===== src/rtl/l3_cmd_sched.sv =====
// L3 command scheduler: hands host commands to the L2 TX framer, tracks the
// response timeout and the completion watchdog, and keeps the status word.
module l3_cmd_sched #(
    parameter int               TMO_W   = 20,
    parameter logic [TMO_W-1:0] TMO_CYC = 20'd100000,
    parameter logic [15:0]      MAX_EXT = 16'd1024
) (
    input  logic        clk,
    input  logic        rst_n,
    input  logic        host_cmd_vld,
    input  logic [15:0] host_cmd_ext,
    output logic        host_cmd_rdy,
    output logic        l3_en,
    output logic [15:0] l3_extend,
    input  logic        l3_cmd_done,
    input  logic        timer_stop,
    output logic        resp_err,
    output logic [7:0]  sw0,
    output logic [7:0]  sw1,
    output logic        l2_clr,
    output logic        busy,
    output logic [15:0] cmd_cnt,
    output logic [7:0]  err_cnt
);

    // state     | meaning
    // ----------+--------------------------------------------------------
    // IDLE      | ready for a host command
    // ISSUE     | l3_en pulse for an accepted command
    // REJECT    | l3_en + resp_err pulse for an oversize command
    // WAIT      | waiting for first read data (timer_stop) or completion
    // RUN       | data flowing, completion watchdog running
    // ERR_WAIT  | resp_err held until the framer finishes its error frame
    // ABORT     | l2_clr pulse to clear a hung framer
    typedef enum logic [2:0] {
        ST_IDLE,
        ST_ISSUE,
        ST_REJECT,
        ST_WAIT,
        ST_RUN,
        ST_ERR_WAIT,
        ST_ABORT
    } state_t;

    localparam logic [TMO_W-1:0] TMO_ONE  = {{(TMO_W-1){1'b0}}, 1'b1};
    localparam logic [TMO_W-1:0] TMO_LAST = TMO_CYC - TMO_ONE;

    state_t           state;
    logic [TMO_W-1:0] timer;
    logic [TMO_W-1:0] timer_inc;
    logic             tmo_hit;
    logic [7:0]       err_cnt_inc;

    // The terminal compare looks at the incremented value, so the entry cycle
    // of ISSUE/REJECT/timer_stop counts toward the TMO_CYC budget.
    assign timer_inc   = (&timer) ? timer : timer + TMO_ONE;
    assign tmo_hit     = (timer_inc == TMO_LAST);
    assign err_cnt_inc = (err_cnt == 8'hFF) ? err_cnt : err_cnt + 8'd1;

    always_ff @(posedge clk) begin
        if (!rst_n) begin
            state     <= ST_IDLE;
            timer     <= '0;
            l3_extend <= '0;
            sw0       <= 8'h90;
            sw1       <= 8'h00;
            cmd_cnt   <= '0;
            err_cnt   <= '0;
        end else begin
            case (state)
                ST_IDLE: begin
                    if (host_cmd_vld) begin
                        cmd_cnt <= cmd_cnt + 16'd1;
                        sw1     <= 8'h00;
                        if (host_cmd_ext <= MAX_EXT) begin
                            l3_extend <= host_cmd_ext;
                            sw0       <= 8'h90;
                            state     <= ST_ISSUE;
                        end else begin
                            l3_extend <= '0;
                            sw0       <= 8'h67;
                            err_cnt   <= err_cnt_inc;
                            state     <= ST_REJECT;
                        end
                    end
                end
                ST_ISSUE: begin
                    timer <= '0;
                    state <= ST_WAIT;
                end
                ST_REJECT: begin
                    timer <= '0;
                    state <= ST_ERR_WAIT;
                end
                ST_WAIT: begin
                    timer <= timer_inc;
                    if (l3_cmd_done) begin
                        state <= ST_IDLE;
                    end else if (timer_stop) begin
                        timer <= '0;
                        state <= ST_RUN;
                    end else if (tmo_hit) begin
                        sw0     <= 8'h6F;
                        sw1     <= 8'h00;
                        err_cnt <= err_cnt_inc;
                        timer   <= '0;
                        state   <= ST_ERR_WAIT;
                    end
                end
                ST_RUN, ST_ERR_WAIT: begin
                    timer <= timer_inc;
                    if (l3_cmd_done) begin
                        state <= ST_IDLE;
                    end else if (tmo_hit) begin
                        state <= ST_ABORT;
                    end
                end
                ST_ABORT: begin
                    sw0     <= 8'h6F;
                    sw1     <= 8'h01;
                    err_cnt <= err_cnt_inc;
                    state   <= ST_IDLE;
                end
                default: begin
                    state <= ST_IDLE;
                end
            endcase
        end
    end

    assign host_cmd_rdy = (state == ST_IDLE);
    assign busy         = (state != ST_IDLE);
    assign l3_en        = (state == ST_ISSUE) || (state == ST_REJECT);
    assign resp_err     = (state == ST_REJECT) || (state == ST_ERR_WAIT);
    assign l2_clr       = (state == ST_ABORT);

endmodule


===== config.mk =====
export PLATFORM = sky130hd
export DESIGN_NAME = l3_cmd_sched
export DESIGN_NICKNAME = d
export VERILOG_FILES = /design/src/rtl/l3_cmd_sched.sv
export SDC_FILE = /design/constraint.sdc
export NUM_CORES = 1
export LEC_CHECK = 0
export ABC_CLOCK_PERIOD_IN_PS = 5500
export CAP_MARGIN = 20
export CELL_PAD_IN_SITES_DETAIL_PLACEMENT = 0
export CELL_PAD_IN_SITES_GLOBAL_PLACEMENT = 1
export CORE_MARGIN = 10
export CORE_UTILIZATION = 40
export CTS_CLUSTER_DIAMETER = 120
export DETAILED_ROUTE_END_ITERATION = 16
export PLACE_DENSITY_LB_ADDON = 0.12
export SKIP_LAST_GASP = 1
export SLEW_MARGIN = 20
export SYNTH_ARGS = -nofsm -noshare
export SYNTH_HDL_FRONTEND = slang
export SYNTH_SLANG_ARGS = --single-unit

===== constraint.sdc =====
create_clock -name clk -period 5.5 [get_ports clk]
set_input_delay 1.1 -clock clk [delete_from_list [all_inputs] [get_ports clk]]
set_output_delay 1.1 -clock clk [all_outputs]
set_load 0.01 [all_outputs]

==> metrics <==
part of the Yosys area used for sequential elements 0.353; die width 118 µm; final setup violation count 0; Post-synth ARST share 0; Syn. warnings 0; total DRC errors in the routed layout 0; row cnt 35; Skew-Pair Late Insertion Delay 0.34 ns; max incr delay on CP 0.56 ns; crit share post-route 0.682; P_leak 0.00166 µW; CTS buffer count 9; slowest stage cell, crit path nand2_1; Max Clk Rate 266 MHz; CTS resizes 0; crit start category register; RR Endpoint timer[6]; worst-case clock buffer depth 2; clk slew on worst S/H paths 0.08 ns; vias per cell 5.42; Area contributors post-synth dfxtp_1 (35%), nand2_1 (5.6%), nand3_1 (5.0%); core area 9240 µm²; Max-Cap Viols 0; area delta synth->final 24.5%; GRT Residual Overflow 0; minimum clock period 3.75 ns; Worst Hold Class reg2reg; number of synthesized flops with an enable pin 0; mapped cell area 3800 µm²; crit end category register; Worst Tran Pin Value 0.893 ns; Synth Flop Type dfxtp_1; layout cells sized above 1 0.0692; H-tree levels 3; vias in the first global route 3540; CTS tree built; worst reg2reg path depth 9; clk sinks 67; largest area contributor in the netlist dfxtp_1; setup TNS 0 ns; DIE AREA 13800 µm²; largest net degree at the start of global routing 42; Yosys cell types 63; Post-CTS Setup Inserts 0; Max VDD drop 0.000123 V; Worst Hold Depth 2; DPL Wire Length 7770 µm; worst hold path endpoint l3_extend[6]; initial antenna violation count 0; CP cell instances ha_1 > inv_1 > nor4_2 > nand2_1 > a41o_1 > nor4_4 > nand3_2 > a41oi_2 > nor3_1; Tot GR Track Use 0.156; Slew Viols, Final 0; Max-slew headroom 0.405; total wire length 11000 µm; average wire per standard cell 16.5 µm; Initial Util 0.412; Hold Crit Start l3_extend[6]; ANT nets after route 0; CP required 5.72 ns; Clock Skews 0.00712 ns; Vias 3596; CTS Root Cell clkbuf_8; crit path DAT 3.97 ns; hold slack 0.452 ns; Post-CTS Hold Fix Bufs 0; first-pass GRT wire length 18400 µm; count leader, synth dfxtp_1; outcome finished clean; Avg Inst Size Synth 7.89 µm²; reg2reg start timer[0]; top post-synthesis cells by count dfxtp_1 (67), nand2_1 (57), nor2_1 (44); Final Hold Viols 0; PD cells 271 nW/µm²; worst reg2reg setup slack 1.75 ns; placer congestion estimate 0.866; NumNets Final 554; detailed router's first-iteration violation count 325; antenna cell count 0; PortBufs 74; # IOs 82; Yosys reg bits 67; CP Max Fanout 22; Yosys top cell area share 0.353; Setup CP Type reg2reg; DRT Pass-1 Iters 5; DIE HEIGHT 118 µm; RSZ-0062 raised after global routing no; cells after synthesis 482
sequential cells by signal (all words and copies together), names as in the netlist:
register   count
sw1            1
err_cnt        8
timer         20
l3_extend     16
state          3
cmd_cnt       16
sw0            3
metrics by stage:
stage               setup slack, ns  instance area, µm²  std cells  power (µW)  utilization
finish                         1.75                4740        664        1280        0.513
floorplan                      2.75                3830        488         735            -
global placement               2.03                4520        648         852        0.489
global route                   1.43                4740        664        1350        0.513
detailed placement             1.85                4520        648         856        0.489
CTS                            1.85                4730        664        1300        0.512
worst max-delay path: cells and delay by family, from the launching register on:
family	cells	cell delay (ns)
simple gates	5	1.86
flops	1	0.47
compound gates	2	0.82
fa+ha+maj	1	0.36
buf+inv	1	0.11
cell type report:
| class | count | area, µm² |
|---|---|---|
| Inverter | 5 | 18.8 |
| Sequential cell | 67 | 1340 |
| Clock inverter | 5 | 61.3 |
| Fill cell | 917 | 4500 |
| Clock buffer | 11 | 151 |
| Multi-Input combinational cell | 370 | 2240 |
| Timing Repair Buffer | 77 | 763 |
| Tap cell | 129 | 161 |
how the worst max path moves through the flow:
stage	cells past startpoint	slack, ns	endpoint	startpoint
final	9	1.75	timer[6]	timer[0]
after global routing	9	1.43	timer[16]	timer[0]
after CTS	9	1.85	timer[6]	timer[0]
after detailed placement	9	1.85	timer[6]	timer[0]
after global placement	9	2.03	timer[6]	timer[0]
after floorplan	6	2.75	err_cnt[0]	host_cmd_ext[11]
cells by family (layout without fill, tap and decap cells):
logic type | Yosys count | after routing | synth area share
AO/OA/AOI/OAI | 89 | 89 | 0.145
XOR/XNOR | 22 | 22 | 0.0506
adder cells (fa/ha/maj) | 3 | 3 | 0.00987
buffers and inverters | 51 | 98 | 0.0677
flip-flops | 67 | 67 | 0.353
multiplexers | 11 | 11 | 0.0289
other | 1 | 7 | 0.000986
AND/OR/NAND/NOR | 238 | 238 | 0.345
placed cells by master (no fill, tap or decap), types with 5 or more instances in the layout:
master,n
a21oi_1,32
a31oi_1,10
and2_1,6
and3_1,14
and4_1,5
clkbuf_8,11
clkdlybuf4s50_1,74
conb_1,7
dfxtp_1,67
inv_1,5
mux2i_1,11
nand2_1,57
nand2b_1,11
nand3_1,38
nand4_1,23
nor2_1,44
nor3_1,9
o21ai_0,14
o21ai_1,5
xnor2_1,7
xor2_1,15
power by group:
part | switching (µW) | internal [µW] | leakage, µW | total [µW]
Clock | 203 | 235 | 0.0000978 | 438
Sequential | 36.2 | 505 | 0.000541 | 541
Combinational | 177 | 127 | 0.00102 | 305
layer usage:
| layer | share of wire | GRT usage |
|---|---|---|
| met4 | 0.0098 | 0.0394 |
| met3 | 0.048 | 0.0446 |
| met1 | 0.46 | 0.196 |
| met5 | 0 | 0 |
| met2 | 0.48 | 0.254 |
Power figures use the tool's default switching activity.
